$ cat src/rtl/countdown_timer_bcd_if.sv
// countdown_timer_bcd_if
//   Bundles the control strobes, preset and status of countdown_timer_bcd.
//   master : drives tick/start/pause/load/preset, observes digits/running/done/zero
//   slave  : the timer itself
// Parameter NUM_DIGITS must match the NUM_DIGITS of the attached timer.
interface countdown_timer_bcd_if #(
  parameter int NUM_DIGITS = 4
);
  logic                    tick;
  logic                    start;
  logic                    pause;
  logic                    load;
  logic [4*NUM_DIGITS-1:0] preset;
  logic [4*NUM_DIGITS-1:0] digits;
  logic                    running;
  logic                    done;
  logic                    zero;

  modport master (
    output tick, start, pause, load, preset,
    input  digits, running, done, zero
  );

  modport slave (
    input  tick, start, pause, load, preset,
    output digits, running, done, zero
  );
endinterface

$ cat src/rtl/countdown_timer_bcd.sv
// countdown_timer_bcd
//   Multi-digit BCD down-counter with IDLE/RUN/PAUSED/DONE control.
//   Per-cycle priority: reset > load > pause > start > tick.
// Ports:
//   i_clk  : clock, all state changes on rising edge
//   i_rst  : synchronous active-high reset
//   bus    : countdown_timer_bcd_if.slave
//            in : tick, start, pause, load, preset[4*NUM_DIGITS]
//            out: digits (registered), running (registered),
//                 done (registered one-cycle pulse), zero (decode of digits)
// Parameters:
//   NUM_DIGITS : 2..8 BCD digits, digit 0 in bits [3:0]
//   TIME_MODE  : 1 = odd digits count 5..0 (mm:ss), 0 = all digits 9..0
// Build option:
//   COUNTDOWN_AUTO_RELOAD_EN : on reaching zero in RUN, reload the last
//   loaded preset and keep running instead of entering DONE.
//
// state  | meaning
// IDLE   | stopped, waiting for start (ignored while count is zero)
// RUN    | decrementing once per tick
// PAUSED | count frozen, start resumes
// DONE   | reached zero, holds until load or reset
module countdown_timer_bcd #(
  parameter int NUM_DIGITS = 4,
  parameter int TIME_MODE  = 1
) (
  input  logic                 i_clk,
  input  logic                 i_rst,
  countdown_timer_bcd_if.slave bus
);

  localparam int W = 4 * NUM_DIGITS;

  typedef enum logic [1:0] {
    S_IDLE   = 2'd0,
    S_RUN    = 2'd1,
    S_PAUSED = 2'd2,
    S_DONE   = 2'd3
  } state_t;

  state_t         r_state;
  state_t         w_next_state;
  logic [W-1:0]   r_digits;
  logic [W-1:0]   w_next_digits;
  logic [W-1:0]   w_clamped;
  logic [W-1:0]   w_dec;
  logic           r_running;
  logic           r_done;
  logic           w_next_done;
  logic           w_zero;
  logic           w_dec_zero;

  function automatic logic [3:0] digit_limit(input int idx);
    return ((TIME_MODE == 1) && ((idx % 2) == 1)) ? 4'd5 : 4'd9;
  endfunction

  // Out-of-range preset digits saturate at the digit's own limit.
  always_comb begin
    w_clamped = '0;
    for (int i = 0; i < NUM_DIGITS; i++) begin
      if (bus.preset[4*i +: 4] > digit_limit(i))
        w_clamped[4*i +: 4] = digit_limit(i);
      else
        w_clamped[4*i +: 4] = bus.preset[4*i +: 4];
    end
  end

  // Full ripple borrow: a zero digit receiving a borrow wraps to its limit
  // and passes the borrow on; the first non-zero digit absorbs it.
  always_comb begin
    logic borrow;
    borrow = 1'b1;
    w_dec  = r_digits;
    for (int i = 0; i < NUM_DIGITS; i++) begin
      if (borrow) begin
        if (r_digits[4*i +: 4] == 4'd0) begin
          w_dec[4*i +: 4] = digit_limit(i);
        end else begin
          w_dec[4*i +: 4] = r_digits[4*i +: 4] - 4'd1;
          borrow          = 1'b0;
        end
      end
    end
  end

  assign w_zero     = (r_digits == '0);
  assign w_dec_zero = (w_dec == '0);

`ifdef COUNTDOWN_AUTO_RELOAD_EN
  logic [W-1:0] r_shadow;

  always_ff @(posedge i_clk) begin
    if (i_rst)
      r_shadow <= '0;
    else if (bus.load)
      r_shadow <= w_clamped;
  end
`endif

  always_comb begin
    w_next_state  = r_state;
    w_next_digits = r_digits;
    w_next_done   = 1'b0;
    if (bus.load) begin
      w_next_digits = w_clamped;
      w_next_state  = S_IDLE;
    end else begin
      case (r_state)
        S_IDLE: begin
          if (!bus.pause && bus.start && !w_zero)
            w_next_state = S_RUN;
        end
        S_RUN: begin
          if (bus.pause) begin
            w_next_state = S_PAUSED;
          end else if (bus.tick && !w_zero) begin
            w_next_digits = w_dec;
            if (w_dec_zero) begin
              w_next_done = 1'b1;
`ifdef COUNTDOWN_AUTO_RELOAD_EN
              // A zero shadow would loop forever on nothing; stop instead.
              if (r_shadow != '0)
                w_next_digits = r_shadow;
              else
                w_next_state = S_DONE;
`else
              w_next_state = S_DONE;
`endif
            end
          end
        end
        S_PAUSED: begin
          if (!bus.pause && bus.start)
            w_next_state = S_RUN;
        end
        S_DONE: begin
          w_next_state = S_DONE;
        end
        default: begin
          w_next_state = S_IDLE;
        end
      endcase
    end
  end

  always_ff @(posedge i_clk) begin
    if (i_rst)
      r_state <= S_IDLE;
    else
      r_state <= w_next_state;
  end

  always_ff @(posedge i_clk) begin
    if (i_rst) begin
      r_digits  <= '0;
      r_running <= 1'b0;
      r_done    <= 1'b0;
    end else begin
      r_digits  <= w_next_digits;
      r_running <= (w_next_state == S_RUN);
      r_done    <= w_next_done;
    end
  end

  assign bus.digits  = r_digits;
  assign bus.running = r_running;
  assign bus.done    = r_done;
  assign bus.zero    = w_zero;

endmodule

$ cat src/flat_wrapper.sv
// flat-port wrapper written by rule: the top's interface ports become plain ports
module countdown_timer_bcd_flat 
#(
  parameter int NUM_DIGITS = 4,
  parameter int TIME_MODE  = 1
)
  (i_clk, i_rst, bus_tick, bus_start, bus_pause, bus_load, bus_preset, bus_digits, bus_running, bus_done, bus_zero);
  countdown_timer_bcd_if #(.NUM_DIGITS(NUM_DIGITS)) bus_i ();
  input  logic i_clk;
  input  logic i_rst;
  input wire logic [$bits(bus_i.tick)-1:0] bus_tick;
  input wire logic [$bits(bus_i.start)-1:0] bus_start;
  input wire logic [$bits(bus_i.pause)-1:0] bus_pause;
  input wire logic [$bits(bus_i.load)-1:0] bus_load;
  input wire logic [$bits(bus_i.preset)-1:0] bus_preset;
  output wire logic [$bits(bus_i.digits)-1:0] bus_digits;
  output wire logic [$bits(bus_i.running)-1:0] bus_running;
  output wire logic [$bits(bus_i.done)-1:0] bus_done;
  output wire logic [$bits(bus_i.zero)-1:0] bus_zero;
  assign bus_i.tick = bus_tick;
  assign bus_i.start = bus_start;
  assign bus_i.pause = bus_pause;
  assign bus_i.load = bus_load;
  assign bus_i.preset = bus_preset;
  assign bus_digits = bus_i.digits;
  assign bus_running = bus_i.running;
  assign bus_done = bus_i.done;
  assign bus_zero = bus_i.zero;
  countdown_timer_bcd #(.NUM_DIGITS(NUM_DIGITS), .TIME_MODE(TIME_MODE)) u_core (.i_clk(i_clk), .i_rst(i_rst), .bus(bus_i));
endmodule
$ cat config.mk
export PLATFORM = sky130hd
export DESIGN_NAME = countdown_timer_bcd_flat
export DESIGN_NICKNAME = d
export VERILOG_FILES = /design/src/rtl/countdown_timer_bcd_if.sv /design/src/rtl/countdown_timer_bcd.sv /design/src/flat_wrapper.sv
export SDC_FILE = /design/constraint.sdc
export NUM_CORES = 1
export LEC_CHECK = 0
export ABC_AREA = 1
export CAP_MARGIN = 40
export CORE_UTILIZATION = 47
export DETAILED_ROUTE_END_ITERATION = 7
export PLACE_DENSITY_LB_ADDON = 0.05
export REMOVE_ABC_BUFFERS = 1
export SLEW_MARGIN = 20
export SYNTH_ARGS = -nofsm -noshare
export SYNTH_HDL_FRONTEND = slang
export SYNTH_SLANG_ARGS = --single-unit
$ cat constraint.sdc
create_clock -name i_clk -period 1.8 [get_ports i_clk]
set_input_delay 0.36 -clock i_clk [delete_from_list [all_inputs] [get_ports i_clk]]
set_output_delay 0.36 -clock i_clk [all_outputs]
set_load 0.05 [all_outputs]
After elaboration in Yosys (flattened, before gate mapping)
Cells that the tools add are included.

cells by class
  shift operators = 0
  add/sub/neg operators = 4
  $mul = 0
  div/mod/pow operators = 0
  equal/unequal tests = 5
  reduce and logical (&&, ||, !) cells = 16
  multiplexer cells = 28
  magnitude comparators = 4
  bitwise logic cells = 2

operator list
  cell                                                 count
  2-to-1 mux 16 bit                                    4
  2-to-1 mux 4 bit                                     11
  logical NOT 16 bit                                   2
  logical NOT 4 bit                                    4
  subtractor 4 x 1 -> 4 bit, second input constant     4
  2-to-1 mux 2 bit                                     6
  > comparator 4 x 3 -> 1 bit, second input constant   2
  > comparator 4 bit, second input constant            2
  one-hot mux 2 bit (4 select lines)                   1
  2-to-1 mux 1 bit                                     6
  OR reduction 5 bit                                   1
  equality test 2 x 1 -> 1 bit, second input constant  2
  equality test 2 bit, second input constant           2
  nonzero test 2 bit                                   2
  logical AND 1 bit                                    3
  AND reduction 3 bit                                  1
  logical NOT 1 bit                                    2
  logical NOT 2 bit                                    1
  != test 2 x 1 -> 1 bit, second input constant        1
  NOT 1 bit                                            2

word-level totals
  bits in latches = 0
  memories kept = 0
  bits in read-only memories = 0
  word-level logic and storage cells = 63
  flip-flop bits (word level) = 20
  RAM bits = 0
  input port bits = 22
  output and inout port bits = 19

Depth between registers and ports, before layout
  depth in word-level cells = 12
  mapped depth = 13
  depth with buffers taken out = 13

Worst setup path after synthesis
No wires, ideal clock.

  path kind = register to register
  from = register u_core.r_digits[0], in the netlist u_core.bus.digits[0]
  to = register u_core.r_state[1]
  cell stages (with the launch flop) = 13
  slack = -177 ps
  required time = 1667 ps
  setup time = 133 ps
  clock period less this slack = 1977 ps
  buffers on the path = 0
  data arrival time = 1845 ps
  cell sequence = dfxtp_1 -> nor2_2 -> nand2_2 -> clkinv_4 -> nand2_4 -> nor2_4 -> nand3_2 -> inv_1 -> nor2_1 -> nand3_1 -> nand2_1 -> nand2_1 -> nor2_1

on the way
  elaborated cells between the ends (all ways) = 20
  classes of those cells = 1 x add/sub; 13 x mux; 6 x reduce/logical

RTL lines
  element                               line                                                    source
  from (decl)                           countdown_timer_bcd.sv:43                               logic [W-1:0] r_digits;
  from (signal assigned)                countdown_timer_bcd.sv:159                              r_digits <= w_next_digits;
  logical NOT 16 bit *                  countdown_timer_bcd.sv:86                               assign w_zero = (r_digits == '0);
  named net bus_zero                    flat_wrapper.sv:19                                      output wire logic [$bits(bus_i.zero)-1:0] bus_zero;
  logical NOT 1 bit *                   countdown_timer_bcd.sv:110, countdown_timer_bcd.sv:116
  logical AND 1 bit                     countdown_timer_bcd.sv:116                              end else if (bus.tick && !w_zero) begin
  2-to-1 mux 2 bit                      countdown_timer_bcd.sv:116
  2-to-1 mux 2 bit                      countdown_timer_bcd.sv:114                              if (bus.pause) begin
  one-hot mux 2 bit (4 select lines) *  countdown_timer_bcd.sv:108                              case (r_state)
  2-to-1 mux 2 bit *                    countdown_timer_bcd.sv:104                              if (bus.load) begin
  to (signal assigned)                  countdown_timer_bcd.sv:150                              r_state <= w_next_state;
  to (decl)                             countdown_timer_bcd.sv:41                               state_t r_state;

Mark *: on every way through the listed nets, which the timed path passes. The rest lies on a longest branch.
A chain may end at the register's enable or synchronous reset.

Worst setup path in the final report
  from = register u_core.r_digits[2], in the netlist u_core.bus.digits[2]
  to = output port bus_zero

on the way
  word-level cells in the longest chain between the ends = 1

ends and longest elaborated chain
  element             line
  logical NOT 16 bit  countdown_timer_bcd.sv:86
  to (decl)           flat_wrapper.sv:19

Every way passes these cells.

==> results by group <==
Die
  • I/O pin total: 41
  • Floorplan die width: 55.9 µm
  • Y dimension of the die: 55.9 µm
  • Full die area: 3130 µm²
  • Core area: 2760 µm²
  • Initial core utilization: 49.6%
  • Row count: 19

Cells and area
  • Antenna diode instance count: 0
  • Final Instance Area: 2050 µm²
  • Area growth syn-to-layout: 50.2%
  • Fraction of final layout cells sized beyond drive strength 1: 30.5%
  • Final nets: 308
  • Highest-count cells in the layout ignoring fill and taps: sky130_fd_sc_hd__nand2_1 (62), sky130_fd_sc_hd__buf_4 (41), sky130_fd_sc_hd__inv_1 (27), sky130_fd_sc_hd__nor2_1 (26), sky130_fd_sc_hd__clkdlybuf4s50_1 (21)
  • Commonest non-fill, non-tap cell in the layout: sky130_fd_sc_hd__nand2_1

Synthesis
  • Post-synthesis sequential area ratio: 29.3%
  • #FFs+latches synth: 20
  • Mapped cell area: 1370 µm²
  • Share of the synthesized area in the top cell type: 29.3%
  • Library cell occupying the most area in the post-synthesis netlist: sky130_fd_sc_hd__dfxtp_1
  • Synth unique cells: 34
  • Top cells by area, synth: sky130_fd_sc_hd__dfxtp_1 (29%), sky130_fd_sc_hd__nand2_1 (18%), sky130_fd_sc_hd__nor2_1 (8.8%), sky130_fd_sc_hd__inv_1 (8.0%), sky130_fd_sc_hd__o21ai_0 (5.1%)
  • Number of warnings reported in the yosys synthesis log: 0
  • Post-Syn Instances: 223
  • Mapped Avg Cell Area: 6.13 µm²

Routing
  • Via Count: 1614
  • Final wirelength: 3.89 mm
  • Drt first pass iters: 4
  • Average wire length per cell after detail routing: 12.3 µm
  • Initial detailed-routing violation count: 65
  • Post-route DRC: 0
  • ANT nets after route: 0
  • Vias per cell: 5.11

Clock network
  • Number of levels the H-tree was split into: 1
  • CTS hold repair buffers: 0
  • Clock tree from TritonCTS: built
  • Clock root buffer master: sky130_fd_sc_hd__clkbuf_4
  • Clock buffers created by TritonCTS: 3
  • Clock transition at path regs: 130 ps
  • Clock latency on the worst-skew pair: 320 ps
  • Maximum clock insertion buffer count: 2
  • Clk sinks: 20

Timing
  • Maximum operating frequency: 0.559 GHz
  • Number of failing hold endpoints at the final stage: 0
  • Slew @ Worst Pin: 378 ps
  • Final setup TNS: 0 ps
  • Setup WS post-layout: 10.2 ps
  • Worst setup skew after layout: 10.4 ps
  • RSZ-0062 raised after global routing: true
  • Fin. max-slew vios: 0
  • Post-route clock period utilization: 99.4%
  • Min Tclk post-route: 1790 ps
  • Slew headroom: 74.7%
  • Endpoints failing setup: 0

Critical path
  • Worst path cell trace: nor2_4, nand2_4, clkinv_4, nand2_4, nor2_4, nand3_4, inv_4, buf_12
  • Largest fanout of any net on the critical path: 5
  • Data required time at the worst endpoint: 1440 ps
  • Number of buffers and inverters on the critical path: 3
  • CP delay by family, top: simple AND/OR/NAND/NOR gates
  • Worst setup SP type: register
  • Arrival time reported for the critical path endpoint: 1430 ps
  • Element type at the critical path end: primary output
  • Critical path class: reg -> out
  • Crit-path slowest cell: sky130_fd_sc_hd__dfxtp_4
  • Slowest cell delay on critical path: 390 ps

Power
  • Largest vdd supply drop: 0.601 mV
  • Proportion of power drawn by flip-flops and latches: 37.3%
  • Clock network fraction of design power: 21.2%
  • Switching power of the nets: 0.502 mW
  • Sw Share: 38.2%
  • Internal portion of total power: 0.813 mW
  • Total chip power: 1.32 mW
  • Leakage power total: 0.971 nW
  • Ratio of total power to cell area: 640 nW/µm²
  • Part of the power in combinational logic: 41.5%

Placement
  • Placement Setup Slack: -14.2 ps
  • Weighted congestion reported at the end of routability-driven placement: 0.848
  • Placement Cell Area: 1840 µm²
  • Total of buffers placed on input and output ports: 40
  • HPWL Detailed: 2.78 mm

Status
  • Result of the run: completed

GRT
  • Overall Global Routing Usage: 25.7%
  • Global-route wire length before repair: 6.33 mm
  • Maximum number of pins on one net before global-route repair: 16
  • Vias in the first global route: 1453
  • Total overflow reported by the global router: 0
  • Antenna violations before repair: 0

Job
  • Number of maximum-capacitance violations: 0

Worst hold path
  • Hold crit path type: reg -> reg
## tightest hold or removal path, cell delays in order (launching register included)
cell and delay, ps:
sky130_fd_sc_hd__dfxtp_2 370, sky130_fd_sc_hd__nand2_2 60, sky130_fd_sc_hd__a21oi_1 60
## routing by layer
| layer | track usage (%) | vias to the layer above | routed length (µm) |
|---|---|---|---|
| met1 | 34.4 | 720 | 1740 |
| met2 | 43.0 | 59 | 1910 |
| met4 | 9.06 | 0 | 46 |
| met3 | 2.79 | 5 | 199 |
| met5 | 0 | - | 0 |
| li1 | - | 830 | - |
## flip-flops by register name, summed over array words and instances, names as in the netlist
signal and flops:
u_core.r_state 2, u_core.bus.digits 16, u_core.bus.running 1, u_core.bus.done 1
## cell type report
cell class                      instances  area, µm²
Multi-Input combinational cell        165        886
Fill cell                             260        703
Timing Repair Buffer                   63        538
Sequential cell                        20        419
Inverter                               33        136
Tap cell                               31       38.8
Clock buffer                            4       36.3
## per-stage QoR
step	util (%)	hold WS (ps)	std cells
detailed placement	66.6	499	301
global placement	66.6	501	301
CTS	72.9	525	315
global route	74.5	549	316
floorplan	-	422	218
finish	74.5	526	316
## repair_timing
item,CTS,global route
setup endpoints to repair,2,14
pin swaps,8,8
resized for setup,21,14
buffers inserted,10,1
## cells by family (layout without fill, tap and decap cells)
family	Yosys count	count (layout)	share of synthesized area, %
XOR/XNOR	2	2	1.28
flip-flops	20	20	29.3
buffers and inverters	38	100	11.4
AND/OR/NAND/NOR	124	124	40.6
AO/OA/AOI/OAI	39	39	17.4
## synth_stat cells, drive strengths merged
| cell type | instances |
|---|---|
| xor2 | 1 |
| clkbuf | 3 |
| clkinv | 3 |
| nand3b | 1 |
| o211a | 1 |
| a211oi | 2 |
| nor2 | 36 |
| o211ai | 1 |
| or2 | 1 |
| nand4 | 2 |
| a21oi | 17 |
| a21boi | 1 |
| dfxtp | 20 |
| nor3 | 3 |
| o21ai | 14 |
| nand3 | 12 |
| inv | 30 |
| a31o | 1 |
| buf | 2 |
| o32ai | 1 |
| xnor2 | 1 |
| a31oi | 1 |
| nand2 | 69 |
## worst paths after layout
kind	from	end	slack [ps]	cells past startpoint
max	u_core.bus.digits[2]	bus_zero	10	8
max reg2reg	u_core.bus.digits[2]	u_core.r_state[1]	80	12
min	u_core.bus.digits[11]	u_core.bus.digits[11]	530	2
min reg2reg	u_core.bus.digits[11]	u_core.bus.digits[11]	530	2
## power groups by stage
stage                     combinational (mW)  sequential (mW)  clock (mW)
final                                  0.546            0.491       0.278
after CTS                              0.523            0.489       0.287
after floorplan                        0.222            0.570           0
after detailed placement               0.474            0.496           0
after global placement                 0.473            0.495           0
after global routing                   0.591            0.494       0.305
(Power assumes the default switching activity.)
